--- src/rtl/sram_bist_pkg.sv ---
// Shared types for the BIST-facing SRAM fault model: fault encodings, fault-table
// entry layout, FSM states and default geometry.
package sram_bist_pkg;

    localparam int ADDR_W_DEF   = 8;
    localparam int DATA_W_DEF   = 4;
    localparam int NFLT_DEF     = 4;
    // Entry address field is sized for the widest supported array so the struct stays unparameterised
    localparam int FLT_ADDR_MAX = 16;

    typedef enum logic [1:0] {
        FLT_SA0 = 2'b00,
        FLT_SA1 = 2'b01,
        FLT_TFU = 2'b10,
        FLT_TFD = 2'b11
    } flt_type_e;

    typedef struct packed {
        logic                    vld;
        flt_type_e               ftype;
        logic [FLT_ADDR_MAX-1:0] addr;
        logic [1:0]              fbit;
    } flt_entry_t;

    typedef enum logic {
        ST_INIT = 1'b0,
        ST_RUN  = 1'b1
    } sram_state_e;

endpackage

--- src/rtl/sram_fault_apply.sv ---
// Combinational fault rules: derives the word actually stored on a write and the
// word seen on read_d from the fault table, the access address and the cell contents.
module sram_fault_apply
    import sram_bist_pkg::*;
#(
    parameter int ADDR_W = ADDR_W_DEF,
    parameter int DATA_W = DATA_W_DEF,
    parameter int NFLT   = NFLT_DEF
) (
    input  flt_entry_t        flt_tbl_i [NFLT],
    input  logic [ADDR_W-1:0] addr_i,
    input  logic [DATA_W-1:0] stored_i,
    input  logic [DATA_W-1:0] new_i,
    output logic [DATA_W-1:0] wr_word_o,
    output logic [DATA_W-1:0] rd_word_o
);

    logic [DATA_W-1:0] mask;

    // Entries are applied in index order so the highest matching index has the last word
    always_comb begin
        wr_word_o = new_i;
        rd_word_o = stored_i;
        mask      = '0;
        for (int i = 0; i < NFLT; i++) begin
            mask = DATA_W'(1) << flt_tbl_i[i].fbit;
            if (flt_tbl_i[i].vld && (flt_tbl_i[i].addr == FLT_ADDR_MAX'(addr_i))) begin
                case (flt_tbl_i[i].ftype)
                    FLT_SA0: begin
                        wr_word_o = wr_word_o & ~mask;
                        rd_word_o = rd_word_o & ~mask;
                    end
                    FLT_SA1: begin
                        wr_word_o = wr_word_o | mask;
                        rd_word_o = rd_word_o | mask;
                    end
                    FLT_TFU: begin
                        if ((stored_i & mask) == '0) wr_word_o = wr_word_o & ~mask;
                    end
                    FLT_TFD: begin
                        if ((stored_i & mask) != '0) wr_word_o = wr_word_o | mask;
                    end
                    default: ;
                endcase
            end
        end
    end

endmodule

--- config.mk ---
export PLATFORM = sky130hd
export DESIGN_NAME = sram_fault_apply
export DESIGN_NICKNAME = d
export VERILOG_FILES = /design/src/rtl/sram_bist_pkg.sv /design/src/rtl/sram_fault_apply.sv
export SDC_FILE = /design/constraint.sdc
export NUM_CORES = 1
export LEC_CHECK = 0
export ABC_AREA = 1
export CORE_AREA = 2 2 72 74
export DETAILED_ROUTE_END_ITERATION = 8
export DIE_AREA = 0 0 74 76
export DONT_BUFFER_PORTS = 1
export GPL_TIMING_DRIVEN = 0
export PLACE_DENSITY = 0.55
export SYNTH_ARGS = -nofsm -noshare
export SYNTH_HDL_FRONTEND = slang
export SYNTH_SLANG_ARGS = --single-unit
--- constraint.sdc ---
create_clock -name vclk -period 2.17
set_input_delay 0.3255 -clock vclk [all_inputs]
set_output_delay 0.3255 -clock vclk [all_outputs]
set_load 0.01 [all_outputs]
* Yosys cells after proc, flatten, opt, wreduce, memory -nomap -nowiden *
Index checks and enable logic that the tools add are counted.

storage, ports and cells
  logic and storage cells = 84
  output and inout port bits = 8
  bits in registers = 0
  input bits = 100

operators by class
  bitwise logic cells = 24
  shift operators = 4
  multiplexer cells = 24
  reduce and logical (&&, ||, !) cells = 16
  equal/unequal tests = 16

operator list
  cell                 number
  $eq 16x8->1          4
  $mux 4               16
  $pmux 4 s4           4
  $and 4x4->4          12
  $or 4x4->4           8
  $pmux 4 s2           4
  $eq 2x2->1 const B   8
  $logic_not 4->1      4
  $not 4->4            4
  $reduce_bool 4->1    4
  $shl 1x2->4 const A  4
  $eq 2x1->1 const B   4
  $logic_not 2->1      4
  $logic_and 1x1->1    4

* Depth between registers and ports, before layout *
  word-level depth = 18
  depth in mapped cells = 16
  depth with buffers taken out = 16

* Least setup slack after synthesis *
OpenSTA, ideal clock, no wires.

  path kind = input port to output port
  start = input port addr_i[2]
  end = output port rd_word_o[2]
  path buffers = 1
  slack = 0.352 ns
  arrival = 1.493 ns
  required time = 1.845 ns
  cell stages on the path = 6
  cell sequence = buf_6 -> xor2_1 -> nor3b_1 -> nand3_2 -> o22a_1 -> a21oi_1

between the ends
  longest elaborated chain between the ends = 12
  elaborated cells between the ends (all ways) = 21
  those cells by class = eq/ne: 4; mux: 7; bitwise: 6; reduce/logical: 4

RTL lines
  item                                       RTL line                                        text
  start, declared                            sram_fault_apply.sv:11                          input logic [ADDR_W-1:0] addr_i,
  $eq 16x8->1                                sram_fault_apply.sv:27                          if (flt_tbl_i[i].vld && (flt_tbl_i[i].addr == FLT_ADDR_MAX'(addr_i))) begin
  $logic_and 1x1->1                          sram_fault_apply.sv:27
  $mux 4                                     sram_fault_apply.sv:27
  $or 4x4->4 or $and 4x4->4 (tied branches)  sram_fault_apply.sv:35, sram_fault_apply.sv:31
  $pmux 4 s2                                 sram_fault_apply.sv:28                          case (flt_tbl_i[i].ftype)
  $mux 4                                     sram_fault_apply.sv:27
  $or 4x4->4 or $and 4x4->4 (tied branches)  sram_fault_apply.sv:35, sram_fault_apply.sv:31
  $pmux 4 s2                                 sram_fault_apply.sv:28
  $mux 4                                     sram_fault_apply.sv:27
  $or 4x4->4 or $and 4x4->4 (tied branches)  sram_fault_apply.sv:35, sram_fault_apply.sv:31
  $pmux 4 s2                                 sram_fault_apply.sv:28
  $mux 4 (*)                                 sram_fault_apply.sv:27
  end, declared                              sram_fault_apply.sv:15                          output logic [DATA_W-1:0] rd_word_o

Every way passes the cells marked *; elsewhere a longest branch is shown, timed or not.

* Worst setup path in the final report *
Same ends and word-level chain as after synthesis.

==> impl_metrics.csv <==
group,metric,value,unit
outcome,outcome,"completed",
route,via_per_inst,5.15,
timing,rsz0062_at_grt,"false",
placed_design,io_buffers,0,
critical_path,critical_path_arrival,1.68,ns
critical_path,cp-end-kind,"primary output",
grt,grt_max_degree,10,
cts,postCtsResizedCells,0,
synth,synth_top_area_cell,"nand2_1",
floorplan,die_x,74,um
placed_design,dp_hpwl,4930,um
critical_path,crit_type,"input pin to primary output",
route,first_iter_violations,106,
grt,globalRouteMet1Util,25.3,%
synth,syn-num-nets,490,
timing,worst_slew_pin_slew,0.351,ns
timing,finalSetupViolCount,0,
synth,synth_common_cells,"125 x nand2_1, 63 x nor2_1, 50 x inv_1, 36 x nand3_1, 16 x nand4_1",
grt,grt_pass1_wl,9470,um
timing,fin_tns_setup,0,ns
timing,fin_crit_sh,92.6,%
synth,synthSimpleGateAreaFrac,69.6,%
finish,fin_cells,460,
synth,synth.distinct_cells,35,
critical_path,start_kind,"input pin",
synth,synth-adder-area-share,0,%
floorplan,ios,108,
cts,cts_hold_buf,0,
finish,n_clock_buffer,0,
route,dr.pass1.iters,4,
min_path,hp-class,"input pin to primary output",
timing,slew_viol_final,0,
synth,synth_seq_area_share,0,%
synth,synthesis.instances,390,
critical_path,worstPathRequired,1.84,ns
synth,syn_area_per_cell,4.78,um2
timing,post-route-min-period,2.01,ns
power,peakVddDrop,36.7,uV
synth,synth.most_common_cell,"nand2_1",
grt,first_global_vias,2285,
route,wire_per_inst,12.2,um
cts,post_cts_buffers,0,
synth,syn-cell-area,0.00186,mm2
synth,yosys.area_share.xor_xnor,4.23,%
placed_design,dp.cells,460,
placed_design,gp_congestion,0.886,
grt,grt_busiest_layer,"met2",
grt,track_usage,19.8,%
finish,fin_nets,492,
grt,grt-ovfl-total,0,
floorplan,core_region_area,0.00491,mm2
power,power.leakage,1.01,nW
finish,drive_gt1_share,10.3,%
grt,antenna_found_initial,0,
floorplan,die_area,0.00562,mm2
floorplan,num_rows,26,
synth,synth_area_leaders,"nand2_1 25%, nor2_1 13%, inv_1 10%",
synth,yosys-mux-area-fraction,0,%
floorplan,die_y,76,um
finish,diodes,0,
timing,slew_headroom,76.6,%
route,vias,2371,
job,maxCapViolCount,0,
synth,yosysTopAreaCellShare,25.2,%
finish,n_sequential_cell,0,
power,power_density,121,mW/mm2
synth,synth_top_family_by_area,"simple AND/OR/NAND/NOR gates",
route,routed_wl,5600,um
finish,syn_to_final_growth,5.51,%
finish,seqCellArea,0,um2
timing,fmax,497,MHz
critical_path,crit_fanout,6,
grt,use_met2,34.2,%
synth,yosys_warnings,0,
synth,synth_compound_area_share,12.2,%
timing,hold_violations,0,
route,drcViolationCount,0,
grt,grtUsageMet3,3.97,%
floorplan,start_util,37.9,%
route,antenna_left,0,
-- routing by layer --
layer / vias to the layer above / share of wire, % / wire length (um)
met5: - / 0 / 0
met4: 0 / 1.5 / 82
met3: 12 / 8.0 / 450
met2: 86 / 46 / 2570
met1: 1019 / 45 / 2500
li1: 1254 / - / -
-- stage by stage --
stage / hold WS [ns] / instance area [um2] / worst slack (ns) / util (%) / total power [mW]
after floorplan: 0.793 / 1860 / 0.352 / - / 0.195
after global placement: 0.814 / 1950 / 0.102 / 39.7 / 0.233
after detailed placement: 0.821 / 1950 / 0.0999 / 39.7 / 0.235
after CTS: 0.822 / 1950 / 0.0997 / 39.7 / 0.236
after global routing: 0.828 / 1970 / 0.0133 / 40.0 / 0.276
final: 0.818 / 1970 / 0.160 / 40.0 / 0.237
-- worst paths after layout --
path     startpoint      endpoint  slack [ns]  cells after the start
max       addr_i[2]  rd_word_o[2]        0.16                     12
min   flt_tbl_i[18]  wr_word_o[3]        0.82                      2
-- power breakdown --
part / switching, mW / internal, mW
Sequential: 0 / 0
Clock: 0 / 0
Combinational: 0.153 / 0.0844
-- area by class of cell --
| class | instances | area (um2) |
|---|---|---|
| well taps | 70 | 87.6 |
| fillers | 589 | 2950 |
| plain buffers | 4 | 38.8 |
| inverters | 59 | 221 |
| multi-input cells | 327 | 1620 |
-- logic make-up after synthesis --
kind of cell	after synthesis
xor gates and xnor gates	9
and+or+nand+nor	280
buffers and inverters	63
AOI/OAI and AO/OA	38
-- cells in the final DEF (no fill, tap or decap), types with 3 or more instances in the layout --
cell and n:
nor3_1 10, inv_2 8, nand2_1 125, o22ai_1 3, nor2_2 8, nor3b_1 4
nand4_1 16, inv_1 50, a21oi_2 6, nand3_1 36, o21ai_0 8, xor2_1 7
or2_2 3, a21oi_1 10, nor2_1 62, o21ai_1 6
-- critical path, cell delays in order --
cell,delay (ns)
buf_6,0.12
xnor2_1,0.14
nand2_1,0.08
nor2_2,0.10
nand2_2,0.09
nor2_8,0.14
nand2_1,0.10
nor2_1,0.09
nand2_1,0.05
nand3_1,0.11
nand3_1,0.12
a21oi_2,0.22
Power figures use the tool's default switching activity.
